[src/rtl/pipelined_exec_core.sv]
// Three-stage RV32I-format execute core: ID register -> combinational EX -> WB register.
// Instruction words arrive from an external fetch unit over a valid/ready handshake.
// Taken branches redirect fetch and drop the younger word; a halt opcode freezes the
// core until reset.
module pipelined_exec_core #(
    parameter int unsigned DATA_WIDTH = 8,
    parameter int unsigned REG_DEPTH  = 32,
    parameter int unsigned ADDR_WIDTH = 7
) (
    input  logic                         clk,
    input  logic                         rst,
    input  logic                         in_valid,
    output logic                         in_ready,
    input  logic [31:0]                  in_instr,
    input  logic [ADDR_WIDTH-1:0]        in_pc,
    output logic                         redirect_valid,
    output logic [ADDR_WIDTH-1:0]        redirect_addr,
    output logic                         res_valid,
    output logic [$clog2(REG_DEPTH)-1:0] res_reg,
    output logic [DATA_WIDTH-1:0]        res_data,
    output logic                         halted,
    input  logic [$clog2(REG_DEPTH)-1:0] dbg_addr,
    output logic [DATA_WIDTH-1:0]        dbg_data
);
    localparam int unsigned RW = $clog2(REG_DEPTH);
    localparam logic [6:0] OP_R    = 7'b0110011;
    localparam logic [6:0] OP_I    = 7'b0010011;
    localparam logic [6:0] OP_BR   = 7'b1100011;
    localparam logic [6:0] OP_HALT = 7'b1111111;
    localparam logic [5:0] DW6     = 6'(DATA_WIDTH);

    logic                  id_valid_q;
    logic [31:0]           id_instr_q;
    logic [ADDR_WIDTH-1:0] id_pc_q;
    logic                  wb_valid_q;
    logic [RW-1:0]         wb_rd_q;
    logic [DATA_WIDTH-1:0] wb_data_q;
    logic                  halted_q;
    logic [DATA_WIDTH-1:0] regs_q [REG_DEPTH];

    logic [6:0]            opcode;
    logic [2:0]            func3;
    logic [6:0]            func7;
    logic [RW-1:0]         rd_idx, rs1_idx, rs2_idx;
    logic [31:0]           imm_i, imm_b;
    logic [DATA_WIDTH-1:0] op_a, rs2_val, op_b;
    logic [31:0]           op_b_ext;
    logic [4:0]            shamt;
    logic                  is_r, is_i, f7_base, f7_alt;
    logic [DATA_WIDTH-1:0] alu_res;
    logic                  alu_ok;
    logic                  br_taken, halt_in_ex, accept, wb_valid_d;

    assign opcode  = id_instr_q[6:0];
    assign func3   = id_instr_q[14:12];
    assign func7   = id_instr_q[31:25];
    assign rd_idx  = RW'(id_instr_q[11:7]);
    assign rs1_idx = RW'(id_instr_q[19:15]);
    assign rs2_idx = RW'(id_instr_q[24:20]);
    assign imm_i   = {{20{id_instr_q[31]}}, id_instr_q[31:20]};
    assign imm_b   = {{19{id_instr_q[31]}}, id_instr_q[31], id_instr_q[7],
                      id_instr_q[30:25], id_instr_q[11:8], 1'b0};

    assign is_r    = (opcode == OP_R);
    assign is_i    = (opcode == OP_I);
    assign f7_base = (func7 == 7'b0000000);
    assign f7_alt  = (func7 == 7'b0100000);

    // Operand read: x0 is hard zero, otherwise forward the pending WB write over the file.
    always_comb begin
        op_a    = '0;
        rs2_val = '0;
        if (rs1_idx != '0) begin
            op_a = (wb_valid_q && wb_rd_q == rs1_idx) ? wb_data_q : regs_q[rs1_idx];
        end
        if (rs2_idx != '0) begin
            rs2_val = (wb_valid_q && wb_rd_q == rs2_idx) ? wb_data_q : regs_q[rs2_idx];
        end
    end

    assign op_b     = is_i ? DATA_WIDTH'(imm_i) : rs2_val;
    assign op_b_ext = 32'(op_b);
    assign shamt    = 5'(op_b_ext);

    // ALU decode for R-type and I-type; undefined func3/func7 combinations leave alu_ok low.
    always_comb begin
        alu_res = '0;
        alu_ok  = 1'b0;
        if (is_r || is_i) begin
            case (func3)
                3'b000: begin
                    if (is_i || f7_base) begin
                        alu_ok  = 1'b1;
                        alu_res = op_a + op_b;
                    end else if (f7_alt) begin
                        alu_ok  = 1'b1;
                        alu_res = op_a - op_b;
                    end
                end
                3'b001: begin
                    alu_ok  = f7_base;
                    alu_res = ({1'b0, shamt} >= DW6) ? '0 : (op_a << shamt);
                end
                3'b101: begin
                    alu_ok = f7_base || f7_alt;
                    if ({1'b0, shamt} >= DW6) begin
                        alu_res = f7_alt ? {DATA_WIDTH{op_a[DATA_WIDTH-1]}} : '0;
                    end else begin
                        alu_res = f7_alt ? DATA_WIDTH'($signed(op_a) >>> shamt) : (op_a >> shamt);
                    end
                end
                3'b010: begin
                    alu_ok  = is_i || f7_base;
                    alu_res = {{(DATA_WIDTH-1){1'b0}}, ($signed(op_a) < $signed(op_b))};
                end
                3'b011: begin
                    alu_ok  = is_i || f7_base;
                    alu_res = {{(DATA_WIDTH-1){1'b0}}, (op_a < op_b)};
                end
                3'b100: begin
                    alu_ok  = is_i || f7_base;
                    alu_res = op_a ^ op_b;
                end
                3'b110: begin
                    alu_ok  = is_i || f7_base;
                    alu_res = op_a | op_b;
                end
                default: begin
                    alu_ok  = is_i || f7_base;
                    alu_res = op_a & op_b;
                end
            endcase
        end
    end

    assign br_taken = id_valid_q && (opcode == OP_BR) &&
                      (((func3 == 3'b000) && (op_a == rs2_val)) ||
                       ((func3 == 3'b001) && (op_a != rs2_val)));
    assign halt_in_ex = id_valid_q && (opcode == OP_HALT);

    assign redirect_valid = br_taken;
    assign redirect_addr  = br_taken ? ADDR_WIDTH'(32'(id_pc_q) + imm_b) : '0;

    // Gated by rst so nothing is offered as accepted while reset is held.
    assign in_ready   = rst && !halted_q && !br_taken && !halt_in_ex;
    assign accept     = in_valid && in_ready;
    assign wb_valid_d = id_valid_q && alu_ok && (rd_idx != '0);

    // ID register: load the accepted word, otherwise a bubble.
    always_ff @(posedge clk or negedge rst) begin
        if (!rst) begin
            id_valid_q <= 1'b0;
            id_instr_q <= '0;
            id_pc_q    <= '0;
        end else begin
            id_valid_q <= accept;
            if (accept) begin
                id_instr_q <= in_instr;
                id_pc_q    <= in_pc;
            end
        end
    end

    // WB register: latch the EX result every cycle.
    always_ff @(posedge clk or negedge rst) begin
        if (!rst) begin
            wb_valid_q <= 1'b0;
            wb_rd_q    <= '0;
            wb_data_q  <= '0;
        end else begin
            wb_valid_q <= wb_valid_d;
            wb_rd_q    <= rd_idx;
            wb_data_q  <= alu_res;
        end
    end

    // Sticky halt: set once the halt word reaches EX.
    always_ff @(posedge clk or negedge rst) begin
        if (!rst) begin
            halted_q <= 1'b0;
        end else if (halt_in_ex) begin
            halted_q <= 1'b1;
        end
    end

    // Register file commit from WB; x0 is never written because wb_valid_q excludes it.
    always_ff @(posedge clk or negedge rst) begin
        if (!rst) begin
            for (int i = 0; i < REG_DEPTH; i++) begin
                regs_q[i] <= '0;
            end
        end else if (wb_valid_q) begin
            regs_q[wb_rd_q] <= wb_data_q;
        end
    end

    assign res_valid = wb_valid_q;
    assign res_reg   = wb_rd_q;
    assign res_data  = wb_data_q;
    assign halted    = halted_q;
    assign dbg_data  = regs_q[dbg_addr];

endmodule
[config.mk]
export PLATFORM = sky130hd
export DESIGN_NAME = pipelined_exec_core
export DESIGN_NICKNAME = d
export VERILOG_FILES = /design/src/rtl/pipelined_exec_core.sv
export SDC_FILE = /design/constraint.sdc
export NUM_CORES = 1
export LEC_CHECK = 0
export CORE_MARGIN = 1
export CORE_UTILIZATION = 66
export CTS_BUF_LIST = sky130_fd_sc_hd__clkbuf_4 sky130_fd_sc_hd__clkbuf_8 sky130_fd_sc_hd__clkbuf_16
export DETAILED_ROUTE_END_ITERATION = 12
export PLACE_DENSITY_LB_ADDON = 0.08
export SYNTH_ARGS = -nofsm -noshare
export SYNTH_HDL_FRONTEND = slang
export SYNTH_SLANG_ARGS = --single-unit
[constraint.sdc]
create_clock -name clk -period 14.2 [get_ports clk]
set_input_delay 1.42 -clock clk [delete_from_list [all_inputs] [get_ports clk]]
set_output_delay 1.42 -clock clk [all_outputs]
set_load 0.03 [all_outputs]
==> reports/qor.csv <==
metric,value,unit
status,"complete, no violations",
switching pwr,0.00107,W
CP Capture Type,output pin,
CTS tree,built,
Flop pwr share,0.340,
"Reg clk slew, reported paths",60,ps
largest net degree at the start of global routing,168,
H-tree depth,2,
Startpoint Class,flop,
Synth area leader,dfrtp_1,
gp weighted congestion,0.977,
worst slew pin tran,1310,ps
DRT antenna net count,0,
Wirelength per Cell,30.9,um
Initial Utilization,0.670,
Reg with most FFs,regs_q,
"Seq/Total Area, Yosys",0.337,
Pre-antenna DRT Iters,8,
Final TNS setup,0,ps
crit path kind,flop to output pin,
library cells used by synthesis,104,
leakage,10.6,nW
vias after detailed routing,19585,
area grow syn2layout,8.21,%
I/O pins,79,
Sw Share,0.371,
final-layout fill cell count,2331,
DP Worst Slack,6550,ps
final slew viol count,0,
Die H,189,um
Die W,189,um
Die ar.,35700,sq um
vias per std cell,7.86,
worst endpoint required time,12780,ps
vias in the first global route,18458,
Slowest cell on crit path,buf_4,
total CTS buffers,36,
Synth Instances,2041,
skew final,16.3,ps
"EDFF count, synth",0,
WP data arrival,7000,ps
maximum clock frequency,119,MHz
post-layout utilization of the core,0.725,
routed wire length,76900,um
Resize count post-CTS,0,
Storage cell area,7800,sq um
RSZ-0062 raised after global routing,no,
clk root buf,clkbuf_16,
Int Power,0.00182,W
critical-path cell list,"buf_4, mux2i_1, a22oi_1, a21oi_1, or4_1, o21a_1, nor4_1, o32a_2, nand3_4, mux2_4, inv_4, and2_1, clkdlybuf4s50_1",
Crit Path Max Fanout,58,
worst vdd rail ir drop,0.000114,V
cell area power density,116,nW/um^2
diode count,0,
Mean Syn Cell Area,11.3,sq um
Clk network pwr share,0.354,
max cap viols,0,
Post-synth ARST share,1.00,
Post-Syn Nets,2121,
synth top area cells,"dfrtp_1 34%, mux4_2 17%, mux2_2 13%",
setup bufs post-CTS,0,
min cycle time layout,8420,ps
global route overflow,0,
most frequent cells in the layout,"306 x dfrtp_1, 260 x mux2_2, 170 x mux4_2, 145 x nand3_1, 122 x nand2_1",
number of synthesized register bits,311,
DRC viols,0,
core area,34500,sq um
"commonest non-fill, non-tap cell in the layout",dfrtp_1,
Tot Pwr,0.00289,W
Clock Latency Late Sink,540,ps
"slowest stage delay, CP",800,ps
CTS Hold Buffers Added,0,
CTS sink cnt,311,
"Cell Area, Synth",23100,sq um
gr usage total,0.435,
worst hold path type,flop to flop,
Final setup viols,0,
IO buf count,78,
Most used DFF post-synth,dfrtp_1,
DP HPWL,50700,um
CTS Buffer Depth,3,
first-pass GRT wire length,117000,um
DR iter-0 viols,3109,
Synth Warn #,0,
layout cell share with drive strength beyond 1,0.291,
multi-input logic area,14000,sq um
final hold vios,0,
FP Rows,68,
top-area cell type share of the netlist area,0.337,
Largest register FFs,256,
relative max-transition margin,0.123,
Final WS setup,5780,ps
final worst-path cycle share,0.593,
initial antenna violation count,0,
combinational share of power,0.306,
Nets,2090,
[cell families after synthesis]
kind of cell,Yosys count,synth area share
and+or+nand+nor,560,0.126
muxes,520,0.338
AOI/OAI and AO/OA,361,0.114
DFF,311,0.337
buffers and inverters,234,0.0578
adders and majority gates,33,0.0189
xor gates and xnor gates,22,0.00868
[power groups by stage]
stage / registers, W / clock network (W) / logic (W)
2_1_floorplan: 0.000946 / 0 / 0.000694
3_3_place_gp: 0.000992 / 0 / 0.000846
3_5_place_dp: 0.000995 / 0 / 0.000849
4_1_cts: 0.000979 / 0.00103 / 0.000853
5_1_grt: 0.000985 / 0.00106 / 0.000936
6_report: 0.000981 / 0.00102 / 0.000882
[metrics by stage]
step,cells,hold slack [ps],instance area [sq um]
final,2493,492,25000
after CTS,2493,488,25000
after global routing,2493,513,25000
after global placement,2427,478,23700
after detailed placement,2427,476,23700
after floorplan,2041,414,23100
[layer usage]
layer / global-route usage / routed length, um / vias up / part of all wire
met1: 0.636 / 30000 / 9763 / 0.39
met5: 0.00549 / 0 / - / 0
met4: 0.159 / 3200 / 0 / 0.042
li1: - / - / 7947 / -
met2: 0.606 / 32800 / 1622 / 0.43
met3: 0.138 / 11000 / 253 / 0.14
[worst max-delay path, delay by kind of cell, from the launching register on]
family | cells | cell delay, ps
simple gates | 4 | 1930
flops | 1 | 730
compound gates | 4 | 1340
mux | 2 | 740
buf+inv | 3 | 1630
[cells in the mapped netlist (8+ instances only)]
cell and count:
a211oi_1 10, nor3_1 28, o31ai_1 12, xnor2_1 14, ha_1 30, mux2_2 260
a22o_1 8, a2111oi_0 12, a221oi_1 19, nand3b_1 9, buf_1 13, inv_1 35
and2_1 13, nand4_1 9, mux2i_1 81, a2111oi_1 18, nor2b_1 10, nand3_1 146
a311oi_1 19, nand2_1 123, a22oi_1 31, nor4_1 67, clkbuf_1 89, buf_2 29
o21ai_0 49, a21oi_1 53, and3_1 39, buf_6 15, nor2_1 71, o211ai_1 18
mux4_2 170, buf_4 16, a31oi_1 25, o22ai_1 19, dfrtp_1 311, a21o_1 10
[layout make-up]
| cell class | instances | share of cell area |
|---|---|---|
| inverters | 42 | 0.00642 |
| clock buffers | 47 | 0.0423 |
| well taps | 455 | 0.0228 |
| multi-input cells | 1496 | 0.561 |
| clock inverters | 19 | 0.0103 |
| repair buffers | 123 | 0.0452 |
| flip-flops and latches | 311 | 0.312 |
[final timing paths]
kind                                startpoint          endpoint  slack (ps)  cells after the start
worst min register to register  id_instr_q[11]        res_reg[4]         490                      0
worst max register to register  id_instr_q[20]       res_data[0]        7640                     21
min in group asynchronous                  rst       regs_q[163]         760                      1
max in group asynchronous                  rst    id_instr_q[21]       11470                      3
worst min-delay path            id_instr_q[11]        res_reg[4]         490                      0
worst max-delay path            id_instr_q[16]  redirect_addr[1]        5780                     13
(Power assumes the default switching activity.)
